## config.mk

```make
export PLATFORM = sky130hd
export DESIGN_NAME = serial_subtractor
export DESIGN_NICKNAME = d
export VERILOG_FILES = /design/src/rtl/arith_pkg.sv /design/src/rtl/full_subtractor.sv /design/src/rtl/serial_subtractor.sv
export SDC_FILE = /design/constraint.sdc
export NUM_CORES = 1
export LEC_CHECK = 0
export CORE_MARGIN = 3
export CORE_UTILIZATION = 54
export DETAILED_ROUTE_END_ITERATION = 10
export HOLD_SLACK_MARGIN = 0.03
export PLACE_DENSITY = 0.9
export SLEW_MARGIN = 0
export SYNTH_ARGS = -nofsm -noshare
export SYNTH_HDL_FRONTEND = slang
export SYNTH_HIERARCHICAL = 1
export SYNTH_SLANG_ARGS = --single-unit
export TNS_END_PERCENT = 1
```

## constraint.sdc

```tcl
create_clock -name clk -period 1.75 [get_ports clk]
set_input_delay 0.175 -clock clk [delete_from_list [all_inputs] [get_ports clk]]
set_output_delay 0.175 -clock clk [all_outputs]
set_load 0.01 [all_outputs]
```

## src/rtl/arith_pkg.sv

```systemverilog
// Shared arithmetic-library package.
// Holds the controller state encoding for the bit-serial arithmetic blocks
// and the legal range of their WIDTH parameter.
package arith_pkg;

  typedef enum logic [1:0] {
    IDLE = 2'd0,
    RUN  = 2'd1,
    DONE = 2'd2
  } state_t;

  localparam int WIDTH_MIN = 2;
  localparam int WIDTH_MAX = 32;

endpackage

```

## src/rtl/full_subtractor.sv

```systemverilog
// Single-bit full subtractor cell: d = a - b - bin, with borrow-out.
// Ports:
//   a    - minuend bit
//   b    - subtrahend bit
//   bin  - borrow-in
//   d    - difference bit
//   bout - borrow-out (1 when a < b + bin)
module full_subtractor (
  input  logic a,
  input  logic b,
  input  logic bin,
  output logic d,
  output logic bout
);

  assign d    = a ^ b ^ bin;
  // Borrow when a=0,b=1, or when a==b and a borrow is already pending.
  assign bout = (~a & b) | (~(a ^ b) & bin);

endmodule

```

## src/rtl/serial_subtractor.sv

```systemverilog
// Bit-serial N-bit subtractor: diff = a - b - bin (mod 2^WIDTH), bout = borrow.
// One bit is resolved per clock through a single full_subtractor cell, LSB first.
// Ports:
//   clk   - rising-edge clock
//   rst_n - synchronous active-low reset (aborts any operation in flight)
//   start - request, sampled only while ready=1
//   a, b  - minuend / subtrahend, captured on the accepted start
//   bin   - borrow-in, captured on the accepted start
//   ready - high in IDLE only
//   busy  - high in RUN
//   done  - one-cycle pulse when diff/bout take a new result
//   diff  - registered difference, held until the next completion or reset
//   bout  - registered final borrow (1 when a < b + bin, unsigned)
// WIDTH legal range is arith_pkg::WIDTH_MIN..WIDTH_MAX.
module serial_subtractor
  import arith_pkg::*;
#(
  parameter int WIDTH = 4
) (
  input  logic             clk,
  input  logic             rst_n,
  input  logic             start,
  input  logic [WIDTH-1:0] a,
  input  logic [WIDTH-1:0] b,
  input  logic             bin,
  output logic             ready,
  output logic             busy,
  output logic             done,
  output logic [WIDTH-1:0] diff,
  output logic             bout
);

  localparam int CW = $clog2(WIDTH);

  state_t           state;
  logic [WIDTH-1:0] sa;
  logic [WIDTH-1:0] sb;
  logic [WIDTH-1:0] sr;
  logic             br;
  logic [CW-1:0]    cnt;
  logic             d;
  logic             nb;

  full_subtractor u_cell (
    .a   (sa[0]),
    .b   (sb[0]),
    .bin (br),
    .d   (d),
    .bout(nb)
  );

  always_ff @(posedge clk) begin
    if (!rst_n) begin
      state <= IDLE;
      ready <= 1'b1;
      busy  <= 1'b0;
      done  <= 1'b0;
      diff  <= '0;
      bout  <= 1'b0;
      sa    <= '0;
      sb    <= '0;
      sr    <= '0;
      br    <= 1'b0;
      cnt   <= '0;
    end else begin
      done <= 1'b0;
      case (state)
        IDLE: begin
          if (start) begin
            sa    <= a;
            sb    <= b;
            br    <= bin;
            cnt   <= '0;
            state <= RUN;
            ready <= 1'b0;
            busy  <= 1'b1;
          end
        end
        RUN: begin
          sa <= sa >> 1;
          sb <= sb >> 1;
          // Result fills from the top so the first (LSB) bit lands at sr[0]
          // after WIDTH shifts.
          sr <= {d, sr[WIDTH-1:1]};
          br <= nb;
          if (cnt == CW'(WIDTH - 1)) begin
            // Hold cnt on the last bit instead of letting it wrap.
            state <= DONE;
            busy  <= 1'b0;
          end else begin
            cnt <= cnt + 1'b1;
          end
        end
        DONE: begin
          diff  <= sr;
          bout  <= br;
          done  <= 1'b1;
          state <= IDLE;
          ready <= 1'b1;
        end
        default: begin
          state <= IDLE;
          ready <= 1'b1;
          busy  <= 1'b0;
        end
      endcase
    end
  end

endmodule

```

==> results.yml <==
status:
  status: "completed"
synthesis:
  synth_area_leaders: "dfxtp_1, mux2i_1, nand2_1"
  async_reset_ff_frac: 0
  synth_xor_area_frac: 0
  synth-adder-area-share: 0.03016
  synth_area_leader_cell: "dfxtp_1"
  synthTopCellsByCount: "dfxtp_1, nand2_1, nor2_1"
  syn-num-nets: 126
  yosysWarnings: 6
  synth-compound-area-share: 0.1613
  synth_edf_count: 0
  synth_top_family_by_area: "simple AND/OR/NAND/NOR gates"
  yosysSeqAreaShare: 0.4640
  syn_inst: 112
  yosys.area_share.simple: 0.1636
  synth.mux.area_fraction: 0.1021
  ys.flop_type: "dfxtp_1"
  synth_top_area_frac: 0.4640
  synth-seq-cells: 25
  yosysMostFrequentCell: "dfxtp_1"
  syn_area_um2: 1079
  avgSynthCellArea_um2: 9.630
  ys_types: 27
sta:
  min_period_over_period: 0.8048
  worst_clock_skew_ps: 8.369
  tns_ps: 0
  slew_viol_final: 0
  whs_ps: 464.1
  hold_viol_final: 0
  rsz0062_at_grt: "no"
  max_freq_mhz: 710.0
  slew_headroom: 0.7083
  period_minus_slack_ps: 1408
  setup_viol: 0
  tightest_slew_ps: 437.0
power:
  power_switching_mw: 0.2640
  power.internal_mw: 0.7650
  clockPowerShare: 0.253
  switching_share: 0.2566
  power_density_nw_per_um2: 800.1
  sequentialPowerShare: 0.605
  p_comb_frac: 0.142
  p_leak_nw: 0.4932
  max-vdd-ir-drop_mv: 0.5141
floorplan:
  dieArea_um2: 2569
  initial_core_util: 0.5986
  row_count: 15
  die_h_um: 50.69
  coreArea_um2: 1802
  die_w_um: 50.69
  io_pins: 20
grt:
  grt_overflow: 0
  grt_pass1_vias: 813
  antenna_found_initial: 0
  track_usage: 0.1759
  grt_max_degree: 23
  grt_pass1_wl_um: 3408
routing:
  viasPerCell: 5.199
  via_count: 811
  ant_nets: 0
  drc: 0
  routedWlPerCell_um: 12.17
  drt_wl_total_um: 1899
  drt_iter0_markers: 12
  first_pass_iters: 4
clocking:
  cts_tree: "done"
  cts_buffers: 3
  cts-root-buf: "clkbuf_4"
  h-tree-depth: 1
  clock_tree.buffer_depth: 2
  cts-resized-gates: 0
  clk_latency_ps: 320
  cts_hold_buffers: 0
  clk_pin_slew_ps: 140
  post_cts_buffers: 0
  cts.sinks: 25
worst_setup_path:
  worstRegToRegCells: 3
  r2r-end: "sb[0]"
  cpLargestDelayFamily: "buffers and inverters"
  cpMaxStageDelayCell: "clkdlybuf4s50_1"
  path_class: "register to primary output"
  rr_startpoint: "state[0]"
  crit_buf_inv: 1
  cp.required_ps: 1570
  start_kind: "register"
  crit_fanout: 2
  r2r_slack_ps: 360
  worstPathArrival_ps: 1230
  crit_chain: "clkdlybuf4s50_1"
  max_stage_delay_ps: 550
  cp-end-kind: "primary output"
finish:
  drive_gt1_frac: 0.1069
  area_delta_synth_final_pct: 19.26
  fillers: 151
  finalNetCount: 146
  num_antenna_cells: 0
placed_design:
  hpwl_um: 1467
  port_buffers: 19
  gp_congestion: 0.8031
worst_hold_path:
  hold_depth: 2
  hold_end: "diff[3]"
  hold_class: "register to register"
  min-delay-start: "diff[3]"
run:
  maxCapViolations: 0
==> sequential cells by signal (all words and copies together), names as in the netlist <==
signal	count
busy	1
ready	1
bout	1
done	1
sa	4
sb	4
sr	4
br	1
diff	4
cnt	2
state	2
==> worst max path at each step <==
stage	from	endpoint	slack (ps)	cells after the start
final	bout	bout	340	1
after global routing	state[0]	bout	220	4
after CTS	bout	bout	330	1
after detailed placement	start	sb[0]	270	4
after global placement	state[0]	bout	410	4
after floorplan	sb[0]	br	640	5
==> cells in the final DEF (no fill, tap or decap), drive strengths merged <==
master / n
and2b: 2
nand3: 2
a211oi: 7
dfxtp: 25
fa: 1
mux2i: 11
a31oi: 2
a22oi: 2
o21bai: 1
clkbuf: 3
inv: 5
o21ba: 1
clkinvlp: 1
o21ai: 3
nor4b: 1
buf: 3
and3: 1
nor2b: 1
nor3b: 1
ha: 1
nor2: 16
clkdlybuf4s50: 19
a21oi: 8
nand2: 13
nand2b: 1
==> per-stage QoR <==
stage            util  cell area, µm²  power, mW  instances  setup WS [ps]
3_5_place_dp   0.6972            1256     0.7822        152          266.5
5_1_grt        0.7139            1286      1.077        156          222.8
2_1_floorplan       -            1079     0.7370        112          641.0
3_3_place_gp   0.6972            1256     0.7737        152          413.8
4_1_cts        0.7139            1286      1.037        156          332.0
6_report       0.7139            1286      1.029        156          341.6
==> cells by family after synthesis <==
group / count (synthesis)
DFF: 25
AOI/OAI and AO/OA: 24
adders and majority gates: 2
and+or+nand+nor: 38
muxes: 11
buffers and inverters: 12
==> metal layers <==
layer  vias up  share of wire  GRT usage
li1        422              -          -
met1       365           0.45     0.1996
met2        18           0.49     0.3109
met3         6          0.042    0.02967
met4         0          0.022    0.09417
met5         -              0          0
==> final cells by class <==
type	instances	area [µm²]	share of cell area
flip-flops and latches	25	500.5	0.3891
multi-input cells	75	493.0	0.3833
repair buffers	22	212.7	0.1654
well taps	25	31.28	0.02432
clock buffers	3	22.52	0.01751
inverters	5	18.77	0.01459
clock inverters	1	7.507	0.005837
==> power groups by stage <==
| stage | sequential (mW) | clock, mW | combinational [mW] |
|---|---|---|---|
| final | 0.623 | 0.260 | 0.146 |
| after global routing | 0.629 | 0.286 | 0.162 |
| after CTS | 0.623 | 0.267 | 0.147 |
| after detailed placement | 0.635 | 0 | 0.147 |
| after global placement | 0.634 | 0 | 0.140 |
| after floorplan | 0.628 | 0 | 0.109 |
(Power assumes the default switching activity.)
